File: config.mk
export PLATFORM = sky130hd
export DESIGN_NAME = pipe_ctrl
export DESIGN_NICKNAME = d
export VERILOG_FILES = /design/src/rtl/pipe_ctrl.sv
export SDC_FILE = /design/constraint.sdc
export NUM_CORES = 1
export LEC_CHECK = 0
export BUFFER_PORTS_ARGS = -buffer_cell sky130_fd_sc_hd__buf_4
export CORE_UTILIZATION = 46
export DETAILED_ROUTE_END_ITERATION = 7
export PLACE_DENSITY = 0.76
export SYNTH_ARGS = -nofsm -noshare
export SYNTH_HDL_FRONTEND = slang
export SYNTH_SLANG_ARGS = --single-unit
File: constraint.sdc
create_clock -name clk -period 2.1 [get_ports clk]
set_clock_uncertainty 0.1 [all_clocks]
set_input_delay 0.42 -clock clk [delete_from_list [all_inputs] [get_ports clk]]
set_output_delay 0.42 -clock clk [all_outputs]
set_load 0.01 [all_outputs]
File: src/rtl/pipe_ctrl.sv
// Pipeline sequencer: merges stage stall requests into a hold vector, sequences
// recovery flushes with a redirect PC, and tracks stall statistics/timeouts.
module pipe_ctrl #(
  parameter int unsigned FLUSH_CYCLES = 1,
  parameter int unsigned MAX_STALL    = 64,
  parameter int unsigned CNT_W        = 32
) (
  input  logic             clk,
  input  logic             rst,
  input  logic             stallreq_id,
  input  logic             stallreq_ex,
  input  logic             stallreq_mem,
  input  logic             flush_req,
  input  logic [31:0]      flush_pc,
  output logic [5:0]       stall,
  output logic             flush,
  output logic [31:0]      new_pc,
  output logic [CNT_W-1:0] stall_cnt,
  output logic             stall_timeout
);

  localparam int unsigned RunW = $clog2(MAX_STALL + 1);
  localparam logic [RunW-1:0] MaxRun = RunW'(MAX_STALL);
  localparam logic [3:0] FlushLoad = 4'(FLUSH_CYCLES);

  typedef enum logic [0:0] {StRun, StFlush} state_e;

  state_e           state_q, state_d;
  logic [3:0]       flush_cnt_q, flush_cnt_d;
  logic [31:0]      new_pc_q, new_pc_d;
  logic [CNT_W-1:0] stall_cnt_q, stall_cnt_d;
  logic [RunW-1:0]  run_q, run_d;
  logic             timeout_q, timeout_d;

  // Zero-latency stall vector; the deepest requesting stage wins, WB never held.
  always_comb begin
    stall = 6'b000000;
    if (!rst && state_q == StRun) begin
      if (stallreq_mem)     stall = 6'b011111;
      else if (stallreq_ex) stall = 6'b001111;
      else if (stallreq_id) stall = 6'b000111;
    end
  end

  // Flush sequencing: accept a request in RUN, then hold flush for FLUSH_CYCLES.
  always_comb begin
    state_d     = state_q;
    flush_cnt_d = flush_cnt_q;
    new_pc_d    = new_pc_q;
    unique case (state_q)
      StRun: begin
        if (flush_req) begin
          state_d     = StFlush;
          flush_cnt_d = FlushLoad;
          new_pc_d    = flush_pc;
        end
      end
      StFlush: begin
        // Requests arriving mid-flush are dropped; new_pc stays put.
        if (flush_cnt_q == 4'd1) state_d = StRun;
        flush_cnt_d = flush_cnt_q - 4'd1;
      end
      default: state_d = StRun;
    endcase
    if (rst) begin
      state_d     = StRun;
      flush_cnt_d = '0;
      new_pc_d    = '0;
    end
  end

  // Stall bookkeeping: saturating total count, run length and sticky timeout.
  always_comb begin
    stall_cnt_d = stall_cnt_q;
    run_d       = '0;
    if (|stall) begin
      if (stall_cnt_q != '1) stall_cnt_d = stall_cnt_q + CNT_W'(1);
      run_d = (run_q == MaxRun) ? run_q : run_q + RunW'(1);
    end
    timeout_d = timeout_q | (run_d == MaxRun);
    if (rst) begin
      stall_cnt_d = '0;
      run_d       = '0;
      timeout_d   = 1'b0;
    end
  end

  // State registers; reset is already folded into the next-state logic.
  always_ff @(posedge clk) begin
    state_q     <= state_d;
    flush_cnt_q <= flush_cnt_d;
    new_pc_q    <= new_pc_d;
    stall_cnt_q <= stall_cnt_d;
    run_q       <= run_d;
    timeout_q   <= timeout_d;
  end

  assign flush         = (state_q == StFlush);
  assign new_pc        = new_pc_q;
  assign stall_cnt     = stall_cnt_q;
  assign stall_timeout = timeout_q;

endmodule
# Word-level counts from Yosys, hierarchy flattened
# Cells that the tools add are included.
# Widths: inputs -> output; s select.
# op_classes
n_eq_ne,5
bitwise_logic,2
n_addsub,3
n_reduce_logical,5
n_mux,11
# op_table
cell,n
$add 32x1->32 const B,1
$ne 32x32->1 const B,1
$eq 7x7->1 const B,2
$mux 7,2
$mux 4,2
$pmux 4 s2,1
$add 7x1->7 const B,1
$mux 6,1
$reduce_or 6->1,1
$mux 5,1
$eq 4x1->1 const B,1
$reduce_and 2->1,2
$sub 4x1->4 const B,1
$mux 3,1
$mux 1,2
$ne 2x2->1 const B,1
$pmux 1 s2,1
$logic_and 1x1->1,1
$logic_not 1->1,1
$not 1->1,1
$or 1x1->1,1
# word_totals
output_inout_bits,72
regBits,77
word_cells,32

# Longest topological paths before layout
# Gate-level depths: netlist (run 1).
# depth
depth_word,8
mapped_depth,7
mapped_depth_nobuf,7

# Least setup slack after synthesis (run 1)
# No wires, ideal clock.
# synth_path
path_kind,flip-flop to flip-flop
from,register stall_cnt_q[21] (netlist: stall_cnt[21])
to,register stall_cnt_q[1] (netlist: stall_cnt[1])
setup_slack_ns,-0.103
synth_period_minus_slack_ns,2.203
stages_incl_launch_ff,7
arrival_ns,1.980
path_cell_list,dfxtp_1 > nand3_2 > or4_4 > buf_6 > nor4_4 > nor2_1 > mux2_1
# synth_via
elab_chain_cells,2
# synth_rtl
item,line_no,rtl
"start, declared",31,"logic [CNT_W-1:0] stall_cnt_q, stall_cnt_d;"
"start signal, assigned",93,stall_cnt_q <= stall_cnt_d;
$ne 32x32->1,77,if (stall_cnt_q != '1) stall_cnt_d = stall_cnt_q + CNT_W'(1);
$reduce_and 2->1 (no source line),--,
# No other way between the ends.
# A chain may end at the register's enable or synchronous reset.

# Worst setup path after layout (run 1)
# layout_path
from,register stall_cnt_q[31] (netlist: stall_cnt[31])
to,register stall_cnt_q[13] (netlist: stall_cnt[13])
# Same word-level chain as after synthesis.

==> impl_metrics.prom, run 1 <==
# TYPE chip_impl_metric gauge
chip_impl_info{name="start_kind",value="flop"} 1
chip_impl_metric{name="share_seq_of_total_power",unit="%"} 47.6
chip_impl_metric{name="switching_power",unit="W"} 0.000757
chip_impl_metric{name="final_critical_path_share_of_the_clock_period",unit="%"} 99.4
chip_impl_metric{name="clkPwrFrac",unit="%"} 40.6
chip_impl_info{name="critical-path-slowest-cell",value="or4_4"} 1
chip_impl_metric{name="worstPathMaxFanout",unit=""} 6
chip_impl_metric{name="fin_ws",unit="ns"} 0.0126
chip_impl_metric{name="fraction_of_synthesized_cell_area_taken_by_the_top_area_cell_type",unit="%"} 44.5
chip_impl_metric{name="pwr-share-comb",unit="%"} 11.8
chip_impl_metric{name="critPathArrivalTime",unit="ns"} 2.23
chip_impl_metric{name="cts.path.max_buffers",unit=""} 2
chip_impl_metric{name="layout.nets",unit=""} 623
chip_impl_metric{name="fmaxAchievable",unit="MHz"} 479
chip_impl_info{name="synth.top_cells.by_area",value="dfxtp_1 44%, nand2_1 8.4%, a21oi_1 7.9%"} 1
chip_impl_info{name="criticalPathCategory",value="reg2reg"} 1
chip_impl_metric{name="number_of_maximum_capacitance_violations",unit=""} 0
chip_impl_metric{name="floorplan.initialDensity",unit="%"} 47.8
chip_impl_metric{name="yosysSeqAreaShare",unit="%"} 44.5
chip_impl_info{name="timing.critical_path.cells",value="nand2_1, or4_4, buf_4, nor3_1, nor3_1, nor4_1"} 1
chip_impl_info{name="cts_root_buf",value="clkbuf_8"} 1
chip_impl_metric{name="cts.reportedPaths.clkPinSlew",unit="ns"} 0.08
chip_impl_info{name="status",value="finished clean"} 1
chip_impl_metric{name="multi_input_area",unit="sq mm"} 0.00179
chip_impl_metric{name="cts.sinks",unit=""} 77
chip_impl_info{name="timing.hold.worst.class",value="in2reg"} 1
chip_impl_metric{name="hpwl",unit="um"} 6390
chip_impl_metric{name="wl_final",unit="um"} 9140
chip_impl_metric{name="netlist-cell-type-count",unit=""} 57
chip_impl_metric{name="fillCellCount",unit=""} 555
chip_impl_metric{name="clk-insertion-delay-late",unit="ns"} 0.34
chip_impl_metric{name="cts_inserted_buffers",unit=""} 9
chip_impl_metric{name="worst-path-buf-inv",unit=""} 1
chip_impl_metric{name="syn_nets",unit=""} 464
chip_impl_metric{name="maxSlewViolCount",unit=""} 0
chip_impl_metric{name="drcViolationCount",unit=""} 0
chip_impl_metric{name="timing_worst_slew_pin_value",unit="ns"} 0.727
chip_impl_metric{name="drtIter0Drc",unit=""} 178
chip_impl_metric{name="drt_pre_antenna_iters",unit=""} 4
chip_impl_metric{name="grt_start_max_net_pins",unit=""} 67
chip_impl_metric{name="fp.coreArea",unit="sq mm"} 0.00725
chip_impl_metric{name="fp.dieH",unit="um"} 88.8
chip_impl_info{name="critical_path.most_common_cell",value="nor3_1"} 1
chip_impl_metric{name="drt-vias-per-instance",unit=""} 5.45
chip_impl_metric{name="yosys_warnings",unit=""} 0
chip_impl_info{name="yosys.cell_count.top_type",value="nand2_1"} 1
chip_impl_metric{name="final_critical_period",unit="ns"} 2.09
chip_impl_metric{name="antenna_violations_before_repair",unit=""} 0
chip_impl_metric{name="remaining_max_slew_budget_at_the_tightest_pin",unit="%"} 51.6
chip_impl_metric{name="synth_enable_flop_cells",unit=""} 0
chip_impl_metric{name="die_w",unit="um"} 88.8
chip_impl_metric{name="timing_hold_violations_final",unit=""} 0
chip_impl_metric{name="sequential_cell_area",unit="sq mm"} 0.00155
chip_impl_metric{name="grt_overflow_total",unit=""} 0
chip_impl_metric{name="dr_total_vias",unit=""} 3726
chip_impl_metric{name="drive_above_1_share",unit="%"} 39.0
chip_impl_metric{name="numPortBuffers",unit=""} 108
chip_impl_metric{name="cts_max_level",unit=""} 3
chip_impl_metric{name="detail_route.wl_per_cell",unit="um"} 13.4
chip_impl_metric{name="dp_slack",unit="ns"} -0.0534
chip_impl_info{name="synth_common_cells",value="78 x nand2_1, 77 x dfxtp_1, 55 x a21oi_1"} 1
chip_impl_metric{name="first_global_vias",unit=""} 3156
chip_impl_metric{name="worst_ir_drop_vdd",unit="mV"} 0.422
chip_impl_metric{name="io_pins",unit=""} 110
chip_impl_metric{name="cp.required",unit="ns"} 2.24
chip_impl_metric{name="antenna_cells_inserted",unit=""} 0
chip_impl_metric{name="power-per-cell-area",unit="mW/mm^2"} 644
chip_impl_info{name="critPathTopFamily",value="simple AND/OR/NAND/NOR gates"} 1
chip_impl_metric{name="core.rowCount",unit=""} 31
chip_impl_metric{name="leakage",unit="nW"} 2.10
chip_impl_info{name="yosys_most_used_dff",value="dfxtp_1"} 1
chip_impl_metric{name="internal_power",unit="W"} 0.00251
chip_impl_metric{name="drt.antenna.violating_nets",unit=""} 0
chip_impl_metric{name="gpl.final_weighted_congestion",unit=""} 0.894
chip_impl_info{name="setup.worst_path.end_class",value="flop"} 1
chip_impl_metric{name="postSynth.asyncResetShare",unit="%"} 0
chip_impl_metric{name="die_area",unit="sq mm"} 0.00789
chip_impl_metric{name="power.share.switching",unit="%"} 23.2
chip_impl_metric{name="netlist_area",unit="sq mm"} 0.00347
chip_impl_metric{name="cpPeakStageDelay",unit="ns"} 0.60
chip_impl_metric{name="final_setup_violation_count",unit=""} 0
chip_impl_info{name="clock_tree_from_tritoncts",value="yes"} 1
chip_impl_metric{name="globalRouteTotalUtil",unit="%"} 22.9
chip_impl_metric{name="postSynthRegisterBits",unit=""} 77
chip_impl_metric{name="fin_util",unit="%"} 69.9
chip_impl_metric{name="area_delta_synth_final",unit="%"} 46.2
chip_impl_metric{name="syn_inst",unit=""} 421
chip_impl_info{name="yosys.area.top_type",value="dfxtp_1"} 1
chip_impl_metric{name="syn_avg_cell_area",unit="sq um"} 8.23
chip_impl_metric{name="grt_first_pass_wirelength",unit="um"} 14100
chip_impl_metric{name="fin_hold_ws",unit="ns"} 0.213
chip_impl_info{name="unrepaired_setup_endpoints_after_global_routing",value="yes"} 1
cell type report:
cell class	instances	share of cell area, %
Clock buffer	13	3.53
Multi-Input combinational cell	308	35.3
Inverter	10	0.839
Clock inverter	3	1.28
Timing Repair Buffer	174	25.9
Sequential cell	77	30.7
Tap cell	99	2.44
worst reg2reg max path: stages, from the launching register on:
cell,delay (ns)
dfxtp_4,0.37
nand2_1,0.07
or4_4,0.60
buf_4,0.17
nor3_1,0.30
nor3_1,0.08
nor4_1,0.30
power by group through the flow:
stage | clock network (W) | registers (W) | logic [W]
2_1_floorplan | 0 | 0.00160 | 0.000176
3_3_place_gp | 0 | 0.00158 | 0.000373
3_5_place_dp | 0 | 0.00159 | 0.000380
4_1_cts | 0.00136 | 0.00155 | 0.000383
5_1_grt | 0.00142 | 0.00156 | 0.000429
6_report | 0.00133 | 0.00155 | 0.000385
placed cells by master, fill, tap and decap left out, types with 7 or more instances in the layout:
| cell | Yosys | layout |
|---|---|---|
| buf_4 | 4 | 172 |
| nand2_1 | 78 | 77 |
| dfxtp_1 | 77 | 69 |
| a21oi_1 | 55 | 55 |
| nor2_1 | 22 | 22 |
| o21ai_0 | 17 | 17 |
| or3_1 | 15 | 14 |
| nand3_1 | 13 | 13 |
| clkbuf_8 | 1 | 13 |
| nor3_1 | 13 | 12 |
| nand4_1 | 11 | 11 |
| inv_1 | 9 | 9 |
| o31ai_1 | 7 | 7 |
| dfxtp_2 | 0 | 7 |
cells by family (layout without fill, tap and decap cells):
logic type	after synthesis	after routing	share of synthesized area [%]
other cells	1	1	0.108
fa+ha+maj	5	5	1.81
compound gates	106	106	18.5
simple gates	186	186	27.2
mux	2	2	0.614
buf+inv	36	200	5.23
flops	77	77	44.5
xor+xnor	8	8	2.02
state kept, by name, indices dropped and copies added, names as in the netlist:
name and count:
new_pc 32, flush 1, run_q 7, stall_timeout 1, stall_cnt 32, flush_cnt_q 4
timing repair:
action,CTS,global route
setup buffers,1,7
gates resized for setup,4,13
setup endpoints to repair,12,22
pin swaps,2,6
hold buffers,0,0
path summary, 6_finish.rpt:
kind                      start            end  slack, ns  cells after the start
setup / recovery  stall_cnt[31]  stall_cnt[13]       0.01                      6
hold / removal      flush_pc[3]      new_pc[3]       0.21                      3
setup reg to reg  stall_cnt[31]  stall_cnt[13]       0.01                      6
hold reg to reg      new_pc[11]     new_pc[11]       0.36                      2
through the flow:
stage / total power, W / instance area, sq um / TNS (ns) / cells
2_1_floorplan: 0.00178 / 3480 / -0.00137 / 421
3_3_place_gp: 0.00195 / 4710 / -0.0811 / 660
3_5_place_dp: 0.00197 / 4710 / -0.235 / 660
4_1_cts: 0.00330 / 4970 / -0.00178 / 677
5_1_grt: 0.00341 / 5070 / -0.477 / 684
6_report: 0.00326 / 5070 / 0 / 684
metal layers:
| metal | wire length (um) | GRT usage (%) | vias up |
|---|---|---|---|
| li1 | - | - | 1827 |
| met1 | 3990 | 27.7 | 1731 |
| met2 | 4400 | 40.3 | 146 |
| met3 | 567 | 3.92 | 22 |
| met4 | 183 | 8.94 | 0 |
| met5 | 0 | 0 | - |
No activity file was read; power rests on OpenSTA's default activity.
==> inputs of run 2 (changes only) <==
Settings changed: SETUP_SLACK_MARGIN set to 0.5.
==> run 2 against run 1 <==
Against the previous run:
- the flow now finishes with violations (negative setup slack)
- critical path type unchanged
- die area is the same
- flip-flop and latch count is the same
- combinational power grew 18%
==> impl_metrics.prom, run 2 (synthesized netlist as in run 1, its figures left out) <==
# TYPE chip_impl_metric gauge
chip_impl_metric{name="fp.dieH",unit="um"} 88.8
chip_impl_metric{name="timing.critical_path.depth",unit=""} 8
chip_impl_info{name="status",value="finished, violations left"} 1
chip_impl_info{name="layout_common_cells",value="160 x buf_4, 76 x nand2_1, 52 x a21oi_1"} 1
chip_impl_info{name="critPathTopFamily",value="simple AND/OR/NAND/NOR gates"} 1
chip_impl_metric{name="reg2regPathDepth",unit=""} 8
chip_impl_metric{name="final_critical_path_share_of_the_clock_period",unit="%"} 103
chip_impl_metric{name="globalRouteTotalUtil",unit="%"} 27.7
chip_impl_metric{name="grt_first_pass_wirelength",unit="um"} 16800
chip_impl_metric{name="final_setup_violation_count",unit=""} 12
chip_impl_metric{name="grt_overflow_total",unit=""} 0
chip_impl_metric{name="cts.sinks",unit=""} 77
chip_impl_metric{name="worst-path-buf-inv",unit=""} 3
chip_impl_metric{name="cpPeakStageDelay",unit="ns"} 0.40
chip_impl_metric{name="critPathArrivalTime",unit="ns"} 2.32
chip_impl_metric{name="fin_setup_tns",unit="ns"} -0.279
chip_impl_info{name="violations",value="negative setup slack"} 1
chip_impl_metric{name="die_w",unit="um"} 88.8
chip_impl_metric{name="worstPathMaxFanout",unit=""} 7
chip_impl_metric{name="cts_inserted_buffers",unit=""} 9
chip_impl_metric{name="drt.antenna.violating_nets",unit=""} 0
chip_impl_metric{name="finalPower",unit="W"} 0.00335
chip_impl_metric{name="dr_total_vias",unit=""} 4057
chip_impl_metric{name="placed_cells_incl_taps",unit=""} 630
chip_impl_metric{name="clk-insertion-delay-late",unit="ns"} 0.36
chip_impl_metric{name="cts.path.max_buffers",unit=""} 2
chip_impl_info{name="timing.critical_path.cells",value="nand4_1, buf_4, or3_1, o211ai_1, buf_4, buf_6, o21ai_0, a21oi_1"} 1
chip_impl_info{name="timing.hold.worst.class",value="in2reg"} 1
chip_impl_metric{name="first_global_vias",unit=""} 3537
chip_impl_metric{name="fillCellCount",unit=""} 419
chip_impl_metric{name="floorplan.initialDensity",unit="%"} 47.8
chip_impl_metric{name="numPortBuffers",unit=""} 108
chip_impl_metric{name="drtIter0Drc",unit=""} 207
chip_impl_metric{name="cts.reportedPaths.clkPinSlew",unit="ns"} 0.09
chip_impl_metric{name="drt_pre_antenna_iters",unit=""} 5
chip_impl_metric{name="grt_start_max_net_pins",unit=""} 67
chip_impl_info{name="cts_root_buf",value="clkbuf_8"} 1
chip_impl_metric{name="timing_hold_violations_final",unit=""} 0
chip_impl_metric{name="fp.coreArea",unit="sq mm"} 0.00725
chip_impl_info{name="criticalPathCategory",value="reg2reg"} 1
chip_impl_metric{name="power-per-cell-area",unit="mW/mm^2"} 574
chip_impl_metric{name="final_critical_period",unit="ns"} 2.16
chip_impl_metric{name="drt-vias-per-instance",unit=""} 5.74
chip_impl_metric{name="dpl-instance-area",unit="sq mm"} 0.00470
chip_impl_metric{name="timing_worst_slew_pin_value",unit="ns"} 0.717
chip_impl_info{name="setup.worst_path.end_class",value="flop"} 1
chip_impl_metric{name="remaining_max_slew_budget_at_the_tightest_pin",unit="%"} 52.2
chip_impl_metric{name="wl_final",unit="um"} 12300
chip_impl_metric{name="io_pins",unit=""} 110
chip_impl_info{name="critical-path-slowest-cell",value="dfxtp_4"} 1
chip_impl_metric{name="die_area",unit="sq mm"} 0.00789
chip_impl_metric{name="leakage",unit="nW"} 2.37
chip_impl_metric{name="cts_hold_buf",unit=""} 0
chip_impl_metric{name="area_delta_synth_final",unit="%"} 68.4
chip_impl_metric{name="fin_ws",unit="ns"} -0.0569
chip_impl_metric{name="layoutNonFillerInstCount",unit=""} 707
chip_impl_info{name="critical_path.most_common_cell",value="buf_4"} 1
chip_impl_metric{name="number_of_cells_traversed_by_the_worst_hold_path",unit=""} 3
chip_impl_metric{name="hpwl",unit="um"} 6100
chip_impl_metric{name="layout.cell_area.non_filler",unit="sq mm"} 0.00584
chip_impl_info{name="layout.cells.most_common",value="buf_4"} 1
chip_impl_metric{name="fmaxAchievable",unit="MHz"} 464
chip_impl_metric{name="detail_route.wl_per_cell",unit="um"} 17.4
chip_impl_metric{name="cts_max_level",unit=""} 3
chip_impl_metric{name="core.rowCount",unit=""} 31
chip_impl_metric{name="antenna_cells_inserted",unit=""} 0
chip_impl_metric{name="layout.nets",unit=""} 646
chip_impl_metric{name="antenna_violations_before_repair",unit=""} 0
chip_impl_metric{name="worst_ir_drop_vdd",unit="mV"} 0.424
chip_impl_metric{name="cp.required",unit="ns"} 2.27
chip_impl_metric{name="number_of_maximum_capacitance_violations",unit=""} 0
chip_impl_metric{name="drcViolationCount",unit=""} 0
chip_impl_info{name="start_kind",value="flop"} 1
chip_impl_info{name="clock_tree_from_tritoncts",value="yes"} 1
chip_impl_metric{name="maxSlewViolCount",unit=""} 0
chip_impl_info{name="unrepaired_setup_endpoints_after_global_routing",value="yes"} 1
chip_impl_metric{name="drive_above_1_share",unit="%"} 51.3
chip_impl_metric{name="gpl.final_weighted_congestion",unit=""} 0.871
[run 2: tightest hold or removal path: cells and delay by family]
| kind | cells | cell delay (ns) |
|---|---|---|
| compound gates | 1 | 0.05 |
| buf+inv | 1 | 0.11 |
| simple gates | 1 | 0.04 |
[run 2: repair_timing]
item / 4_1_cts / 5_1_grt
endpoints found under the setup margin: 41 / 43
pin swaps: 20 / 33
cloned: 4 / 0
buffers inserted: 35 / 22
gates resized for setup: 46 / 55
[run 2: worst paths after layout]
kind / from / endpoint / slack, ns
worst min register to register: new_pc[0] / new_pc[0] / 0.36
worst min-delay path: flush_pc[17] / new_pc[17] / 0.20
worst max register to register: stall_cnt[12] / stall_cnt[12] / -0.06
worst max-delay path: stall_cnt[12] / stall_cnt[12] / -0.06
[run 2: cell type report]
type                       instances  area (sq um)  share of cell area, %
timing repair buffer             195          1620                   27.7
multi-input combinational        310          2170                   37.3
tap                               99           124                   2.12
sequential                        77          1630                   27.9
clock buffer                      10           149                   2.55
inverter                          10          50.0                  0.858
clock inverter                     6          91.3                   1.57
[run 2: where the power goes]
part           leakage (nW)  switching, W  internal (W)
Sequential            0.648     0.0000395       0.00149
Combinational          1.60      0.000226      0.000230
Clock                 0.122      0.000613      0.000749
[run 2: routing by layer]
| layer | up-vias | part of all wire, % | global-route usage, % |
|---|---|---|---|
| met5 | - | 0 | 0 |
| met3 | 46 | 7.3 | 6.06 |
| li1 | 1882 | - | - |
| met1 | 1921 | 40 | 33.4 |
| met2 | 208 | 50 | 47.6 |
| met4 | 0 | 3.2 | 12.0 |
[run 2: metrics by stage]
step | utilization, % | hold WS, ns | worst slack, ns
finish | 80.5 | 0.202 | -0.0569
global placement | 64.9 | 0.343 | 0.0684
detailed placement | 64.9 | 0.347 | 0.0249
global route | 80.5 | 0.190 | -0.114
CTS | 75.2 | 0.196 | 0.0563
floorplan | - | 0.378 | 0.0950
